==> src/rtl/seq_generator.sv <==
// Serial pattern transmitter: shifts a WIDTH-bit pattern out MSB-first,
// optionally repeating it back-to-back repeat_cnt extra times.
module seq_generator #(
  parameter int               WIDTH   = 5,
  parameter logic [WIDTH-1:0] PATTERN = 5'b10110,
  parameter int               CNT_W   = 4
) (
  input  logic             clk,
  input  logic             rst,
  input  logic             start,
  input  logic             abort,
  input  logic             load_en,
  input  logic [WIDTH-1:0] load_pat,
  input  logic [CNT_W-1:0] repeat_cnt,
  output logic             outp,
  output logic             valid,
  output logic             busy,
  output logic             done
);

  localparam int IW = (WIDTH > 1) ? $clog2(WIDTH) : 1;

  typedef enum logic {IDLE, SEND} state_t;

  state_t           state;
  logic [WIDTH-1:0] pat;
  logic [IW-1:0]    idx;
  logic [CNT_W-1:0] pass;

  logic [WIDTH-1:0] start_pat;
  logic [IW-1:0]    idx_m1;

  // A start with load_en transmits the freshly loaded pattern.
  assign start_pat = load_en ? load_pat : pat;
  assign idx_m1    = idx - IW'(1);

  always_ff @(posedge clk) begin
    if (rst) begin
      state <= IDLE;
      pat   <= PATTERN;
      idx   <= '0;
      pass  <= '0;
      outp  <= 1'b0;
      valid <= 1'b0;
      busy  <= 1'b0;
      done  <= 1'b0;
    end else begin
      done <= 1'b0;
      unique case (state)
        IDLE: begin
          outp  <= 1'b0;
          valid <= 1'b0;
          busy  <= 1'b0;
          if (start) begin
            state <= SEND;
            pat   <= start_pat;
            idx   <= IW'(WIDTH - 1);
            pass  <= repeat_cnt;
            outp  <= start_pat[WIDTH-1];
            valid <= 1'b1;
            busy  <= 1'b1;
          end else if (load_en) begin
            pat <= load_pat;
          end
        end
        SEND: begin
          if (abort) begin
            state <= IDLE;
            outp  <= 1'b0;
            valid <= 1'b0;
            busy  <= 1'b0;
          end else if (idx != '0) begin
            idx  <= idx_m1;
            outp <= pat[idx_m1];
          end else if (pass != '0) begin
            pass <= pass - CNT_W'(1);
            idx  <= IW'(WIDTH - 1);
            outp <= pat[WIDTH-1];
          end else begin
            state <= IDLE;
            outp  <= 1'b0;
            valid <= 1'b0;
            busy  <= 1'b0;
            done  <= 1'b1;
          end
        end
      endcase
    end
  end

endmodule

==> config.mk <==
export PLATFORM = sky130hd
export DESIGN_NAME = seq_generator
export DESIGN_NICKNAME = d
export VERILOG_FILES = /design/src/rtl/seq_generator.sv
export SDC_FILE = /design/constraint.sdc
export NUM_CORES = 1
export LEC_CHECK = 0
export CAP_MARGIN = 10
export CELL_PAD_IN_SITES_DETAIL_PLACEMENT = 1
export CELL_PAD_IN_SITES_GLOBAL_PLACEMENT = 2
export CORE_MARGIN = 2
export CORE_UTILIZATION = 39
export CTS_CLUSTER_DIAMETER = 30
export DETAILED_ROUTE_END_ITERATION = 10
export DONT_BUFFER_PORTS = 1
export GPL_TIMING_DRIVEN = 0
export PLACE_DENSITY_LB_ADDON = 0.1
export REMOVE_ABC_BUFFERS = 1
export SYNTH_ARGS = -nofsm -noshare
export SYNTH_HDL_FRONTEND = slang
export SYNTH_SLANG_ARGS = --single-unit
==> constraint.sdc <==
create_clock -name clk -period 3.9 [get_ports clk]
set_input_delay 0.195 -clock clk [delete_from_list [all_inputs] [get_ports clk]]
set_output_delay 0.195 -clock clk [all_outputs]
set_load 0.1 [all_outputs]
; ---- Yosys cells after proc, flatten, opt, wreduce, memory -nomap -nowiden
; Index checks and enable logic that the tools add are counted.
[totals]
reg_bits = 16
latch_bits = 0
ramBits = 0
mem_bits_ro = 0
inputBits = 14
output_inout_bits = 4
word_cells = 54
memories = 0
[op_classes]
n_addsub = 2
multipliers = 0
div = 0
magnitude_cmp = 1
eq_ne = 7
shifts = 0
mux = 28
n_bitwise = 1
n_reduce_logical = 7
[ops]
columns = cell, count
row1 = 2-to-1 mux 4 bit, 4
row2 = 2-to-1 mux 1 bit, 13
row3 = 2-to-1 mux 3 bit, 4
row4 = one-hot mux 4 bit (2 select lines), 1
row5 = "inequality test 2 bit, second input constant", 3
row6 = "inequality test 3 bit, second input constant", 2
row7 = one-hot mux 1 bit (2 select lines), 3
row8 = one-hot mux 3 bit (2 select lines), 1
row9 = 2-to-1 mux 5 bit, 1
row10 = "less-than comparator 3 x 4 -> 1 bit, second input constant", 1
row11 = AND reduction 2 bit, 2
row12 = AND reduction 4 bit, 1
row13 = nonzero test 4 bit, 1
row14 = OR reduction 4 bit, 1
row15 = "subtractor 4 x 1 -> 4 bit, second input constant", 1
row16 = binary-select mux 1 bit (select 3 bit), 1
row17 = "inequality test 3 x 1 -> 1 bit, second input constant", 1
row18 = AND reduction 3 bit, 1
row19 = nonzero test 3 bit, 1
row20 = "subtractor 3 x 1 -> 3 bit, second input constant", 1
row21 = "inequality test 2 x 1 -> 1 bit, second input constant", 1
row22 = NOT 1 bit, 1

; ---- Logic depth before layout (Yosys ltp)
; Gate-level depths: netlist (run 1).
[logic_depth]
word_depth = 6
depth_mapped = 6
ltp_nobuf = 6

; ---- Worst setup path after synthesis (run 1)
; Ideal clock, no wire load.
[synth_path]
kind = reg2out
from = register busy (netlist name)
to = output port valid
arrival_time_ns = 1.374
required_ns = 3.705
setup_slack_ns = 2.331
path_stages_with_launch = 2
path_buffers = 1
path_cell_list = dfxtp_1 buf_4
[synth_rtl]
columns = element, line
row1 = end: declaration, 16  ; output logic valid,

; ---- Final worst setup path (run 1)
[layout_path]
from = register pass[0]
to = register pass[0]
[layout_via]
elab_chain_cells = 5
word_cells_on_any_way = 8
classes_between = 1 x add/sub / 1 x eq/ne / 4 x mux / 2 x reduce/logical
[layout_rtl]
columns = element, line
row1 = start: declaration, 28  ; logic [CNT_W-1:0] pass;
row2 = start signal: assignment, 58  ; pass <= repeat_cnt;
row3 = start signal: assignment, 76  ; pass <= pass - CNT_W'(1);
row4 = subtractor 4 x 1 -> 4 bit, 76
row5 = 2-to-1 mux 4 bit, 75  ; end else if (pass != '0) begin
row6 = 2-to-1 mux 4 bit, 72  ; end else if (idx != '0) begin
row7 = 2-to-1 mux 4 bit, 67  ; if (abort) begin
row8 = one-hot mux 4 bit (2 select lines), 49  ; unique case (state)
; Several ways; a longest one is shown, not always the timed one. The select of a mux whose other input is x is not followed.
; A chain may end at the register's enable or synchronous reset.

==> results of run 1 <==
[repair_timing]
action                    in CTS  in global routing
hold buffers                   1                  0
hold endpoints to repair       9                  0
buffers inserted               0                  0
[kinds of logic after synthesis]
family          Yosys count
simple gates             31
buf+inv                  12
mux                       9
flops                    16
fa+ha+maj                 3
compound gates           19
xor+xnor                  1
[critical path, delay by kind of cell, from the launching register on]
kind,cells,cell delay (ps)
AOI/OAI and AO/OA,3,550
adders and majority gates,1,200
buffers and inverters,1,90
DFF,1,330
and+or+nand+nor,1,420
[power by group]
part           switching [mW]  internal [mW]
logic                  0.0446         0.0375
clock network          0.0488         0.0358
registers              0.0199          0.175
[synth_stat cells, drive strengths merged]
cell type	count	area share, %
a211oi	3	2.6
a21o	2	1.9
a21oi	4	3.6
a31o	2	2.0
a31oi	3	3.9
and2b	1	0.87
buf	4	2.6
clkbuf	1	0.43
dfxtp	16	37
ha	3	4.3
inv	7	3.0
mux2	1	1.3
mux2i	7	8.1
mux4	1	2.6
nand2	3	1.3
nand2b	4	3.8
nand3	3	1.7
nand3b	1	0.87
nor2	6	2.6
nor2b	5	4.5
nor3	5	2.9
nor4	1	0.73
o211ai	1	0.87
o21ai	2	1.2
o31a	1	1.2
o31ai	1	0.87
or2	1	0.73
or3b	1	1.3
xor2	1	1.0
[how the worst min path moves through the flow]
stage           startpoint                   end  slack (ps)  cells past startpoint
2_1_floorplan          rst  pass[2]$_SDFFE_PP0P_         260                      1
3_3_place_gp           rst  pass[2]$_SDFFE_PP0P_         270                      1
3_5_place_dp           rst  pass[3]$_SDFFE_PP0P_         270                      1
4_1_cts        load_pat[4]   pat[4]$_SDFFE_PP1N_          40                      2
5_1_grt        load_pat[2]   pat[2]$_SDFFE_PP1P_          30                      2
6_report       load_pat[4]   pat[4]$_SDFFE_PP1N_          50                      2
[per-stage QoR]
| stage | power, mW | util [%] | setup slack (ps) | hold slack [ps] |
|---|---|---|---|---|
| 5_1_grt | 0.3839 | 43.27 | 2095 | 27.20 |
| 6_report | 0.3616 | 43.27 | 2221 | 46.30 |
| 2_1_floorplan | 0.2624 | - | 1983 | 264.1 |
| 3_3_place_gp | 0.2737 | 40.59 | 1954 | 266.4 |
| 3_5_place_dp | 0.2797 | 41.76 | 2225 | 268.4 |
| 4_1_cts | 0.3676 | 43.27 | 2180 | 41.53 |
[layer usage]
metal  up-vias  wire length (um)  global-route usage (%)
met1       312               747                   17.15
met4         0                27                   8.108
met2         9               944                   27.92
li1        324                 -                       -
met3         4                45                   4.094
met5         -                 0                       0
[flip-flops by register name, indices dropped and copies added, names as in the netlist]
signal	cells
state	1
pat	5
idx	3
outp	1
busy	1
done	1
pass	4
[final cells by class]
| type | count | area (um2) | area share (%) |
|---|---|---|---|
| multi-input combinational | 63 | 490.5 | 52.76 |
| sequential | 16 | 321.6 | 34.59 |
| tap | 28 | 35.03 | 3.769 |
| timing repair buffer | 3 | 33.78 | 3.634 |
| inverter | 7 | 26.28 | 2.826 |
| clock buffer | 3 | 22.52 | 2.423 |
==> results by group, run 1 <==
Synthesis
  – Synthesized area: 863.3 um2
  – Syn_area_per_cell: 9.487 um2
  – Adder-cell share of the synthesized area: 4.348%
  – Post-synthesis sequential area ratio: 37.10%
  – Cell variety after synth: 35
  – Simple-gate share of the synthesized area: 21.30%
  – Compound-gate portion of the synthesized area: 18.12%
  – Ys Warns: 0
  – XOR/XNOR Fraction of Synth Area: 1.014%
  – Mux share of post-synthesis cell area: 12.03%
  – Synth Register Bits: 16
  – Post-synthesis cell count: 91
  – Largest family of logic cells by synthesized area: simple AND/OR/NAND/NOR gates

Global route
  – GRT Util Overall: 15.78%
  – Global-route wire length before repair: 2980 um
  – Largest net degree at the start of global routing: 13
  – Antenna violations before repair: 0
  – Vias in the first global route: 650
  – GR Overflow Total: 0

Critical path
  – Reg2reg setup slack: 2220 ps
  – Worst-path cell chain: inv_1 -> ha_1 -> or3b_4 -> a31oi_4 -> a211oi_1 -> a211oi_1
  – Slowest stage delay, CP: 420 ps
  – FF-to-FF path depth: 6
  – Worst Path Required: 4090 ps
  – Critical path fanouts, max: 8
  – Slowest CP cell: or3b_4
  – Worst Setup SP: pass[0]$_SDFFE_PP0P_
  – Critical path class: reg2reg
  – Worst Setup EP: pass[0]$_SDFFE_PP0P_
  – FF-to-FF End: pass[0]$_SDFFE_PP0P_
  – R2r startpoint: pass[0]$_SDFFE_PP0P_
  – CP most frequent cell: a211oi_1
  – Critical Path Sink Type: flip-flop
  – CP arrival: 1870 ps
  – Critical Path Start Type: flip-flop

CTS
  – H-tree levels: 1
  – CTS clock-pin slew for the worst setup and hold paths: 80 ps
  – Clk buf depth: 2
  – TritonCTS sink count: 16
  – CTS tree: built
  – TritonCTS Buffers: 3
  – Clk_lat worst skew: 280 ps
  – PostCTS Resize Cnt: 0
  – Root buffer cell: clkbuf_4

Power
  – PwrDens: 388.9 nW/um2
  – P_leak: 0.3619 nW
  – Max IR drop VDD: 151.9 uV

Hold path
  – Hold Path Class: in2reg

Floorplan
  – Die height: 51.05 um
  – Io pins: 18
  – Die ar.: 2606 um2
  – Starting Density: 40.19%
  – Core Footprint: 2148 um2
  – Core Rows: 17
  – Die X: 51.05 um

Routing
  – Total Wirelength: 1764 um
  – Vias: 649
  – TritonRoute pass-1 iters: 3
  – DRC marker count from the first detailed-route iteration: 5
  – DRC viols: 0
  – Antenna Nets Post-Route: 0
  – Avg WL per Cell: 14.70 um
  – Via density: 5.408

Placement
  – Number of I/O port buffers: 0
  – Hpwl dp: 1330 um
  – Placed Area: 897.1 um2
  – DP Cell Count: 116
  – Placer Congestion: 0.6877

Timing
  – Worst-margin pin slew: 954.4 ps
  – RSZ-0062 raised after global routing: no
  – Relative slew slack: 36.29%
  – Top achievable clock speed: 0.5956 GHz
  – Final Hold Viols: 0
  – TNS Setup: 0 ps
  – Final worst path period share: 43.05%
  – Worst clock skew: 5.152 ps
  – Final Max Slew Viols: 0
  – Final min period: 1679 ps
  – Final setup fails: 0

Flow run
  – Max cap viols: 0

Layout
  – Fillers: 258
  – Commonest non-fill, non-tap cell in the layout: dfxtp_1
  – Most frequent cells in the layout: dfxtp_1 (15), inv_1 (7), mux2i_1 (7)
  – Nets: 111
  – Share of cells above drive strength 1: 18.48%
  – Fin cells: 120
  – Final non-filler cell area: 929.6 um2
  – P&R area growth vs syn: 7.681%
  – Antenna cells: 0

Status
  – Outcome: complete, no violations
Power figures use the tool's default switching activity.
==> run 2, diff against run 1 <==
--- a/config.mk
+++ b/config.mk
@@ -9,7 +9,7 @@
 export CELL_PAD_IN_SITES_DETAIL_PLACEMENT = 1
 export CELL_PAD_IN_SITES_GLOBAL_PLACEMENT = 2
 export CORE_MARGIN = 2
-export CORE_UTILIZATION = 39
+export CORE_UTILIZATION = 33
 export CTS_CLUSTER_DIAMETER = 30
 export DETAILED_ROUTE_END_ITERATION = 10
 export DONT_BUFFER_PORTS = 1
==> constraint.sdc (replaced) <==
create_clock -name clk -period 1.4 [get_ports clk]
set_input_delay 0.07 -clock clk [delete_from_list [all_inputs] [get_ports clk]]
set_output_delay 0.07 -clock clk [all_outputs]
set_load 0.1 [all_outputs]
==> run 2 against run 1 <==
The run now ends with hold timing, setup timing left. Final cell count grew 14%. Die area is 17% higher. Power increased to 3.1 times the previous value. Clock skew down 1.7 ps. Critical path depth is 1 higher. Largest power group unchanged. Highest routed layer unchanged.
==> results by group, run 2 (synthesis results as in run 1) <==
Routing
  – Total Wirelength: 1965 um (was 1764 um)
  – Antenna Nets Post-Route: 0 (unchanged)
  – Vias: 709 (was 649)
  – DRC marker count from the first detailed-route iteration: 3 (was 5)
  – TritonRoute pass-1 iters: 2 (was 3)
  – Via density: 5.175 (was 5.408)
  – Avg WL per Cell: 14.34 um (was 14.70 um)
  – DRC viols: 0 (unchanged)

Layout
  – Share of cells above drive strength 1: 43.93% (was 18.48%)
  – Fillers: 295 (was 258)
  – Final core utilization: 45.66% (was 43.27%)
  – Final non-filler cell area: 1131 um2 (was 929.6 um2)
  – Nets: 126 (was 111)
  – P&R area growth vs syn: 31.01% (was 7.681%)
  – Most frequent cells in the layout: dfxtp_1 (11), buf_4 (9), mux2i_1 (7) (was dfxtp_1 (15), inv_1 (7), mux2i_1 (7))
  – Largest registers: pat: 5 flops, pass: 4 flops, idx: 3 flops (unchanged)
  – Multi-input logic area: 541.8 um2 (was 490.5 um2)
  – Register Area: 329.1 um2 (was 321.6 um2)
  – Top reg by flops: pat (unchanged)
  – Max reg flops: 5 (unchanged)
  – Commonest non-fill, non-tap cell in the layout: dfxtp_1 (unchanged)
  – Antenna cells: 0 (unchanged)

Critical path
  – Worst Path Required: 1610 ps (was 4090 ps)
  – Critical Path Start Type: flip-flop (unchanged)
  – Slowest CP cell: or3b_4 (unchanged)
  – Slowest stage delay, CP: 390 ps (was 420 ps)
  – Buf/Inv on CP: 2 (was 1)
  – R2r startpoint: pass[0]$_SDFFE_PP0P_ (unchanged)
  – Worst-path cell chain: inv_2 -> ha_4 -> or3b_4 -> a31oi_4 -> buf_12 -> nor2_1 -> a211oi_1 (was inv_1 -> ha_1 -> or3b_4 -> a31oi_4 -> a211oi_1 -> a211oi_1)
  – Critical path class: reg2reg (unchanged)
  – Worst Setup SP: pass[0]$_SDFFE_PP0P_ (unchanged)
  – Critical Path Sink Type: flip-flop (unchanged)
  – CP arrival: 1720 ps (was 1870 ps)
  – Critical path fanouts, max: 8 (unchanged)
  – Crit-path leading delay family: simple AND/OR/NAND/NOR gates (was compound AO/OA/AOI/OAI gates)

Timing
  – Final Max Slew Viols: 0 (unchanged)
  – Final min period: 1517 ps (was 1679 ps)
  – Top achievable clock speed: 0.6592 GHz (was 0.5956 GHz)
  – Worst-margin pin slew: 935.2 ps (was 954.4 ps)
  – Final setup fails: 10 (was 0)
  – RSZ-0062 raised after global routing: yes (was no)
  – Final Hold Viols: 10 (was 0)
  – Relative slew slack: 37.57% (was 36.29%)
  – Worst clock skew: 3.403 ps (was 5.152 ps)
  – Worst hold slack: -167.1 ps (was 46.30 ps)
  – Final worst path period share: 108.4% (was 43.05%)
  – Final worst slack: -117.1 ps (was 2221 ps)

Placement
  – Number of I/O port buffers: 0 (unchanged)
  – Hpwl dp: 1351 um (was 1330 um)
  – Placed Area: 899.6 um2 (was 897.1 um2)
  – Pre-CTS setup slack: -292.3 ps (was 2225 ps)
  – Placer Congestion: 0.7185 (was 0.6877)

Flow run
  – Max cap viols: 0 (unchanged)

CTS
  – H-tree levels: 1 (unchanged)
  – # hold bufs at CTS: 4 (was 1)
  – TritonCTS Buffers: 3 (unchanged)
  – Clk buf depth: 2 (unchanged)
  – CTS tree: built (unchanged)
  – Clk_lat worst skew: 290 ps (was 280 ps)
  – TritonCTS sink count: 16 (unchanged)
  – Root buffer cell: clkbuf_4 (unchanged)
  – CTS clock-pin slew for the worst setup and hold paths: 90 ps (was 80 ps)

Floorplan
  – Die X: 55.15 um (was 51.05 um)
  – Die height: 55.15 um (was 51.05 um)
  – Die ar.: 3042 um2 (was 2606 um2)
  – Core Rows: 18 (was 17)
  – Starting Density: 34.85% (was 40.19%)
  – Io pins: 18 (unchanged)
  – Core Footprint: 2477 um2 (was 2148 um2)

Global route
  – Vias in the first global route: 671 (was 650)
  – Antenna violations before repair: 0 (unchanged)
  – Global-route wire length before repair: 3029 um (was 2980 um)
  – Largest net degree at the start of global routing: 15 (was 13)
  – GRT Util Overall: 14.37% (was 15.78%)
  – GR Overflow Total: 0 (unchanged)

Power
  – PwrDens: 992.8 nW/um2 (was 388.9 nW/um2)
  – Total power: 1.123 mW (was 0.3616 mW)
  – Max IR drop VDD: 720.2 uV (was 151.9 uV)
  – P_leak: 0.4457 nW (was 0.3619 nW)

Hold path
  – Worst min-delay path startpoint: rst (was load_pat[4])
  – Hold Path Class: in2reg (unchanged)

Status
  – Failing checks: hold timing, setup timing
  – Outcome: finished, violations left (was complete, no violations)
## run 2: power breakdown
part	internal [mW]	switching [mW]
registers	0.488	0.0566
clock network	0.100	0.145
logic	0.183	0.150
## run 2: layout make-up
class | count | area share (%)
Multi-Input combinational cell | 63 | 47.90
Sequential cell | 16 | 29.09
Timing Repair Buffer | 18 | 15.38
Tap cell | 30 | 3.319
Inverter | 7 | 2.323
Clock buffer | 3 | 1.991
## run 2: final timing paths
check,to,slack [ps],cells after the start
worst min-delay path,state$_SDFF_PP0_,-170,1
worst min register to register,pat[1]$_SDFFE_PP1P_,480,2
worst max-delay path,pass[1]$_SDFFE_PP0P_,-120,7
worst max register to register,pass[1]$_SDFFE_PP0P_,-120,7
## run 2: what timing repair did
action,4_1_cts,5_1_grt
endpoints found under the setup margin,15,14
hold endpoints to repair,13,10
pin swaps,12,7
cloned,0,0
gates resized for setup,17,8
setup buffers,7,5
## run 2: stage by stage
stage,TNS [ps],cells
2_1_floorplan,-1556,86
3_3_place_gp,-2942,116
3_5_place_dp,-2448,118
4_1_cts,-1300,132
5_1_grt,-1520,137
6_report,-842.7,137
## run 2: layer usage
metal / GRT usage (%) / share of wire (%)
met1: 18.17 / 48
met5: 0 / 0
met2: 22.62 / 46
met4: 3.659 / 0.76
met3: 5.914 / 5.2
## run 2: worst reg2reg max path, delay by kind of cell (launching register included)
kind / cells / cell delay [ps]
compound gates: 2 / 320
fa+ha+maj: 1 / 130
buf+inv: 2 / 220
flops: 1 / 330
simple gates: 2 / 430
==> run 3, diff against run 2 <==
==> constraint.sdc (replaced) <==
create_clock -name clk -period 1.4 [get_ports clk]
set_input_delay 0.28 -clock clk [delete_from_list [all_inputs] [get_ports clk]]
set_output_delay 0.28 -clock clk [all_outputs]
set_load 0.1 [all_outputs]
==> run 3 against run 2 <==
Clock power hardly changed. Largest cell class unchanged. Clock-buffer cell count stayed put. Sequential share of layout area is 1.2 points higher. Critical path type unchanged. First-iteration DRC count stayed put. Clock skew is 2.0 ps lower. Worst hold slack better by 210 ps. The flow finishes with violations (setup timing).
==> results by group, run 3 (synthesis results as in run 1) <==
Timing
  – Worst clock skew: 1.418 ps (was 3.403 ps)
  – TNS Setup: -832.7 ps (was -842.7 ps)
  – RSZ-0062 raised after global routing: yes (unchanged)
  – Final Max Slew Viols: 0 (unchanged)
  – Worst-margin pin slew: 504.2 ps (was 935.2 ps)
  – Final Hold Viols: 0 (was 10)
  – Final worst path period share: 108.3% (was 108.4%)
  – Final worst slack: -116.4 ps (was -117.1 ps)
  – Top achievable clock speed: 0.6595 GHz (was 0.6592 GHz)
  – Relative slew slack: 66.46% (was 37.57%)
  – Final min period: 1516 ps (was 1517 ps)
  – Final setup fails: 10 (unchanged)
  – Worst hold slack: 45.07 ps (was -167.1 ps)

Power
  – PwrDens: 1018 nW/um2 (was 992.8 nW/um2)
  – Total power: 1.113 mW (was 1.123 mW)
  – Max IR drop VDD: 714.8 uV (was 720.2 uV)
  – P_leak: 0.4299 nW (was 0.4457 nW)

Global route
  – GR Overflow Total: 0 (unchanged)
  – Antenna violations before repair: 0 (unchanged)
  – Global-route wire length before repair: 2960 um (was 3029 um)
  – Vias in the first global route: 660 (was 671)
  – Largest net degree at the start of global routing: 15 (unchanged)
  – GRT Util Overall: 14.04% (was 14.37%)

Floorplan
  – Core Rows: 18 (unchanged)
  – Die X: 55.15 um (unchanged)
  – Die ar.: 3042 um2 (unchanged)
  – Core Footprint: 2477 um2 (unchanged)
  – Io pins: 18 (unchanged)
  – Starting Density: 34.85% (unchanged)
  – Die height: 55.15 um (unchanged)

Routing
  – Antenna Nets Post-Route: 0 (unchanged)
  – Via density: 5.218 (was 5.175)
  – Vias: 694 (was 709)
  – DRC marker count from the first detailed-route iteration: 3 (unchanged)
  – TritonRoute pass-1 iters: 2 (unchanged)
  – DRC viols: 0 (unchanged)
  – Total Wirelength: 1928 um (was 1965 um)
  – Avg WL per Cell: 14.50 um (was 14.34 um)

Layout
  – P&R area growth vs syn: 26.67% (was 31.01%)
  – Most frequent cells in the layout: dfxtp_1 (9), buf_4 (9), mux2i_1 (7) (was dfxtp_1 (11), buf_4 (9), mux2i_1 (7))
  – Largest registers: pat: 5 flops, pass: 4 flops, idx: 3 flops (unchanged)
  – Max reg flops: 5 (unchanged)
  – Share of cells above drive strength 1: 47.57% (was 43.93%)
  – Antenna cells: 0 (unchanged)
  – Final core utilization: 44.14% (was 45.66%)
  – Top reg by flops: pat (unchanged)
  – Final non-filler cell area: 1094 um2 (was 1131 um2)
  – Nets: 122 (was 126)

Placement
  – Placed Area: 899.6 um2 (unchanged)
  – Number of I/O port buffers: 0 (unchanged)
  – Hpwl dp: 1351 um (unchanged)
  – Placer Congestion: 0.7185 (unchanged)

CTS
  – Clk buf depth: 2 (unchanged)
  – H-tree levels: 1 (unchanged)
  – Clk_lat worst skew: 280 ps (was 290 ps)
  – CTS clock-pin slew for the worst setup and hold paths: 90 ps (about the same)
  – TritonCTS Buffers: 3 (unchanged)
  – TritonCTS sink count: 16 (unchanged)
  – # hold bufs at CTS: 0 (was 4)
  – Root buffer cell: clkbuf_4 (unchanged)
  – CTS tree: built (unchanged)

Status
  – Failing checks: setup timing (was hold timing, setup timing)
  – Outcome: finished, violations left (unchanged)

Flow run
  – Max cap viols: 0 (unchanged)

Critical path
  – Critical path class: reg2reg (unchanged)
  – Critical Path Sink Type: flip-flop (unchanged)
  – Critical path fanouts, max: 8 (unchanged)
  – Critical Path Start Type: flip-flop (unchanged)
  – CP arrival: 1720 ps (about the same)
  – Worst Path Required: 1600 ps (was 1610 ps)

Hold path
  – Hold Path Class: in2reg (unchanged)
[run 3: changes by cell type in the layout (fill, tap and decap cells not counted)]
cell           delta
dfxtp_2           +2
dlygate4sd3_1     -4
dfxtp_1           -2
[run 3: path summary, 6_finish.rpt]
path	cells past startpoint	slack, ps	start	endpoint
max reg2reg	7	-120	pass[0]$_SDFFE_PP0P_	pass[1]$_SDFFE_PP0P_
max	7	-120	pass[0]$_SDFFE_PP0P_	pass[1]$_SDFFE_PP0P_
min	1	50	rst	state$_SDFF_PP0_
min reg2reg	2	480	pat[1]$_SDFFE_PP1P_	pat[1]$_SDFFE_PP1P_
[run 3: worst max-delay path, cell delays in order, from the launching register on]
cell      delay (ps)
dfxtp_2          330
inv_2             70
ha_4             130
or3b_4           390
a31oi_4          170
buf_12           150
nor2_1            40
a211oi_1         150
[run 3: final cells by class]
class / count / area (um2)
well taps: 30 / 37.54
inverters: 7 / 26.28
fillers: 294 / 1384
repair buffers: 14 / 133.9
clock buffers: 3 / 22.52
multi-input cells: 63 / 541.8
flip-flops and latches: 16 / 331.6
[run 3: layer usage]
metal	GRT usage, %	vias up	routed length [um]
li1	-	348	-
met5	0	-	0
met2	22.22	16	881
met1	17.51	328	927
met4	3.659	0	15
met3	5.914	2	103
[run 3: through the flow]
step / worst slack [ps] / cells
floorplan: -517.0 / 86
global placement: -545.5 / 116
global route: -177.9 / 133
CTS: -178.8 / 128
finish: -116.4 / 133
detailed placement: -292.3 / 118
[run 3: repair_timing]
action                                  CTS  global route
buffers inserted                          7             5
endpoints found under the setup margin   17            14
pin swaps                                12             7
resized for setup                        19             8
[run 3: where the power goes]
| group | total [mW] | internal (mW) | switching [mW] | leakage, nW |
|---|---|---|---|---|
| clock network | 0.244 | 0.0999 | 0.144 | 0.0138 |
| logic | 0.324 | 0.176 | 0.148 | 0.281 |
| registers | 0.545 | 0.489 | 0.0566 | 0.135 |
